### config.mk
export PLATFORM = sky130hd
export DESIGN_NAME = c499_lfsr41
export DESIGN_NICKNAME = d
export VERILOG_FILES = /design/src/rtl/c499_kc_pkg.sv /design/src/rtl/c499_lfsr41.sv
export SDC_FILE = /design/constraint.sdc
export NUM_CORES = 1
export LEC_CHECK = 0
export BUFFER_PORTS_ARGS = -buffer_cell sky130_fd_sc_hd__buf_2
export CORE_ASPECT_RATIO = 1.1
export CORE_UTILIZATION = 50
export DETAILED_ROUTE_END_ITERATION = 12
export GPL_TIMING_DRIVEN = 1
export PLACE_DENSITY = 0.84
export SETUP_SLACK_MARGIN = 0.15
export SKIP_LAST_GASP = 1
export SYNTH_ARGS = -nofsm -noshare
export SYNTH_HDL_FRONTEND = slang
export SYNTH_SLANG_ARGS = --single-unit
### constraint.sdc
create_clock -name clk -period 2.8 [get_ports clk]
set_clock_uncertainty 0.1 [all_clocks]
set_input_delay 0.28 -clock clk [delete_from_list [all_inputs] [get_ports clk]]
set_output_delay 0.28 -clock clk [all_outputs]
set_load 0.05 [all_outputs]
### src/rtl/c499_kc_pkg.sv
// Shared widths, FSM encoding and LFSR helpers for the c499 key checker.
package c499_kc_pkg;

   localparam int IN_W  = 41;
   localparam int OUT_W = 32;
   localparam int KEY_W = 31;

   typedef enum logic [2:0] {
      IDLE    = 3'd0,
      APPLY   = 3'd1,
      SETTLE  = 3'd2,
      COMPARE = 3'd3,
      DONE    = 3'd4
   } kc_state_t;

   // Fibonacci taps 41/38 in zero-based bit positions
   localparam int LFSR_TAP_HI = 40;
   localparam int LFSR_TAP_LO = 37;

   function automatic logic [IN_W-1:0] lfsr_next(input logic [IN_W-1:0] x);
      return {x[IN_W-2:0], x[LFSR_TAP_HI] ^ x[LFSR_TAP_LO]};
   endfunction

   // The all-zero state is a lock-up point, so a zero seed is promoted to 1
   function automatic logic [IN_W-1:0] seed_fix(input logic [IN_W-1:0] s);
      return (s == '0) ? IN_W'(1) : s;
   endfunction

endpackage

### src/rtl/c499_lfsr41.sv
// 41-bit maximal-length Fibonacci LFSR with synchronous load and step enable.
module c499_lfsr41
   import c499_kc_pkg::*;
#(
   parameter logic [IN_W-1:0] RST_SEED = 41'h1
) (
   input  logic            clk,
   input  logic            rst,
   input  logic            load,
   input  logic [IN_W-1:0] seed,
   input  logic            advance,
   output logic [IN_W-1:0] q
);

   always_ff @(posedge clk) begin
      if (rst)
         q <= seed_fix(RST_SEED);
      else if (load)
         q <= seed_fix(seed);
      else if (advance)
         q <= lfsr_next(q);
   end

endmodule

==> impl_results.md <==
- Syn Nets: about 290
- Fin. Hold Viols: 0
- IO Port Bufs: 85
- H-tree Lvls: 2
- RSZ-0062 raised after global routing: no
- Sequential share of the synthesized area: 0.419
- Metal2 WL: 2.31 mm
- Clk pin slew, worst setup/hold paths: approximately 80 ps
- Synth-to-Final Area Change: 26.5%
- Via density: roughly 5.3
- DR WL/cell: between 10 and 15 um
- Pre-Repair DR Iteration Count: 5
- Tcrit/Tclk final: 0.648
- RR Startpoint: q[37]
- Most frequent CP cell: nor2_1
- Placeable Area: about 0.0037 mm2
- Vias in the first global route: between 1500 and 2000
- Filler Cell Count: between 300 and 400
- Setup TNS: 0 ps
- # setup viols final: 0
- Netlist cell types: 15
- CP required: 2850 ps
- Synth warnings: 0
- Critical path endpoint category: flip-flop
- Top cells by area, synth: dfxtp_1, mux2i_1, nor2_1
- Initial antenna violation count: 0
- Most frequent cells in the layout: buf_2, nor2_1, mux2i_1, a21oi_1, dfxtp_1
- Congestion Overflow GR: 0
- GP Congestion: about 0.74
- Mapped Area: between 0.0015 and 0.002 mm2
- Worst setup SP type: primary input
- Crit path depth: 6
- Crit path max-delay family: buffers and inverters
- Peak VDD IR: approximately 0.00031 V
- Clock latency on the worst-skew pair: approximately 290 ps
- Number of buffers on the longest clock path: 2
- Hold_buf cts: 0
- Reg2reg path depth: 4
- Worst slew pin tran: approximately 860 ps
- Max cap viols: 0
- Final Max Tran Viols: 0
- Final ANT Viol Nets: 0
- Top Registers: q (41)
- Worst path arrival time: between 1500 and 2000 ps
- Cells along the critical path: buf_2 -> buf_4 -> mux2i_1 -> nor2_1 -> a21oi_1 -> nor2_1
- Area leader, netlist: dfxtp_1
- IO Pins: between 80 and 90
- Met3 WL: approximately 280 um
- First-pass GRT wire length: 7.37 mm
- Die Y-Extent: slightly below 70 um
- PwrDens: around 570 mW/mm2
- Max reg flops: 41
- Crit path from: advance
- Fin nets: 360
- Routed wire length: ~4.8 mm
- Leakage: 1.25 nW
- PnR worst setup slack: roughly 1000 ps
- Max frequency: roughly 550 MHz
- Synth top area share: 0.419
- Root buffer cell: clkbuf_8
- CTS sink count: 41
- Reg2Reg Capture Point: q[0]
- Reg-to-reg slack, setup: around 1500 ps
- CP Max Fanout: 31
- Crit-path max cell delay: between 600 and 700 ps
- Mapped Cells: between 200 and 250
- Layout cell share with drive strength beyond 1: 0.307
- Place WS: 763 ps
- Post-CTS sizing: 0
- Die area: ~0.0042 mm2
- TritonCTS buffer count: 5
- Postcts setup bufs: 0
- DRC errors left: 0
- Buf+Inv Stages, Crit Path: 2
- CTS tree: done
- Hpwl dp: approximately 3.3 mm
- Critical path class: primary input to flip-flop
- Total track usage: 0.241
- Initial DRC Count: between 100 and 150
- Diodes inserted: 0
- Most flops, register: q
- CP Capture Point: q[40]
- Initial Util: 0.532
- Largest net degree at the start of global routing: 52
- Hold WC Path Type: primary input to flip-flop
- Period minus WS final: ~1800 ps
- Top routing layer in use: met4
- Row Count: 23
- Synthesized area per cell: 8.16 um2
- Slowest cell on crit path: buf_2
- Routed vias: ~2000
- Status: finished, final reports clean
- Most common cell after layout, fill and taps aside: buf_2
- Slew HR: 0.425
- M1 WL: around 2.1 mm
- #FFs+latches synth: 41
- Die X: a little over 60 um
-- cells by family (layout without fill, tap and decap cells) --
logic type      count (synthesis)  after routing  synth area share
simple gates                   96             96             0.207
xor+xnor                        1              1           0.00447
compound gates                 42             42             0.110
flops                          41             41             0.419
mux                            41             41             0.209
buf+inv                        19             95            0.0498
-- stage by stage --
stage	utilization	power [W]	instances	hold slack (ps)	cell area, um2
floorplan	-	0.000898	240	305	1960
global placement	0.645	0.000984	358	413	2380
detailed placement	0.645	0.000990	358	419	2380
CTS	0.673	0.00141	366	113	2480
global route	0.673	0.00147	366	119	2480
finish	0.673	0.00140	366	121	2480
-- routing by layer --
layer	global-route usage	vias up
met5	0	-
met4	0.106	0
met3	0.0766	8
met2	0.398	68
met1	0.281	905
li1	-	971
-- power by group --
part           total, W  internal [W]  switching [W]
logic          0.000335      0.000104       0.000232
registers      0.000644      0.000618      0.0000263
clock network  0.000423      0.000223       0.000200
total           0.00140      0.000944       0.000458
-- cell usage after synthesis --
library cell / count
nand4_1: 2
buf_4: 4
buf_2: 9
xor2_1: 1
nor4_2: 2
dfxtp_1: 41
nand3_1: 1
nor3_1: 1
mux2i_1: 41
nor2_1: 82
a2111o_1: 1
a21oi_1: 41
nor4_1: 8
clkbuf_1: 5
buf_1: 1
-- area by class of cell --
cell class	count	area, um2	share of cell area
flip-flops and latches	41	821	0.331
clock buffers	7	96.3	0.0389
multi-input cells	180	1040	0.420
repair buffers	87	453	0.183
well taps	50	62.6	0.0252
clock inverters	1	5.00	0.00202
-- worst min-delay path by stage --
stage | from | end | slack (ps) | cells after the start
2_1_floorplan | seed[0] | q[0] | 310 | 1
3_3_place_gp | seed[0] | q[0] | 410 | 2
3_5_place_dp | seed[0] | q[0] | 420 | 2
4_1_cts | seed[0] | q[0] | 110 | 2
5_1_grt | seed[0] | q[0] | 120 | 2
6_report | seed[0] | q[0] | 120 | 2
-- worst reg2reg max path, delay by kind of cell (launching register included) --
family           cells  cell delay (ps)
AND/OR/NAND/NOR      1               60
XOR/XNOR             1              200
AO/OA/AOI/OAI        2              500
flip-flops           1              350
Power figures use the tool's default switching activity.
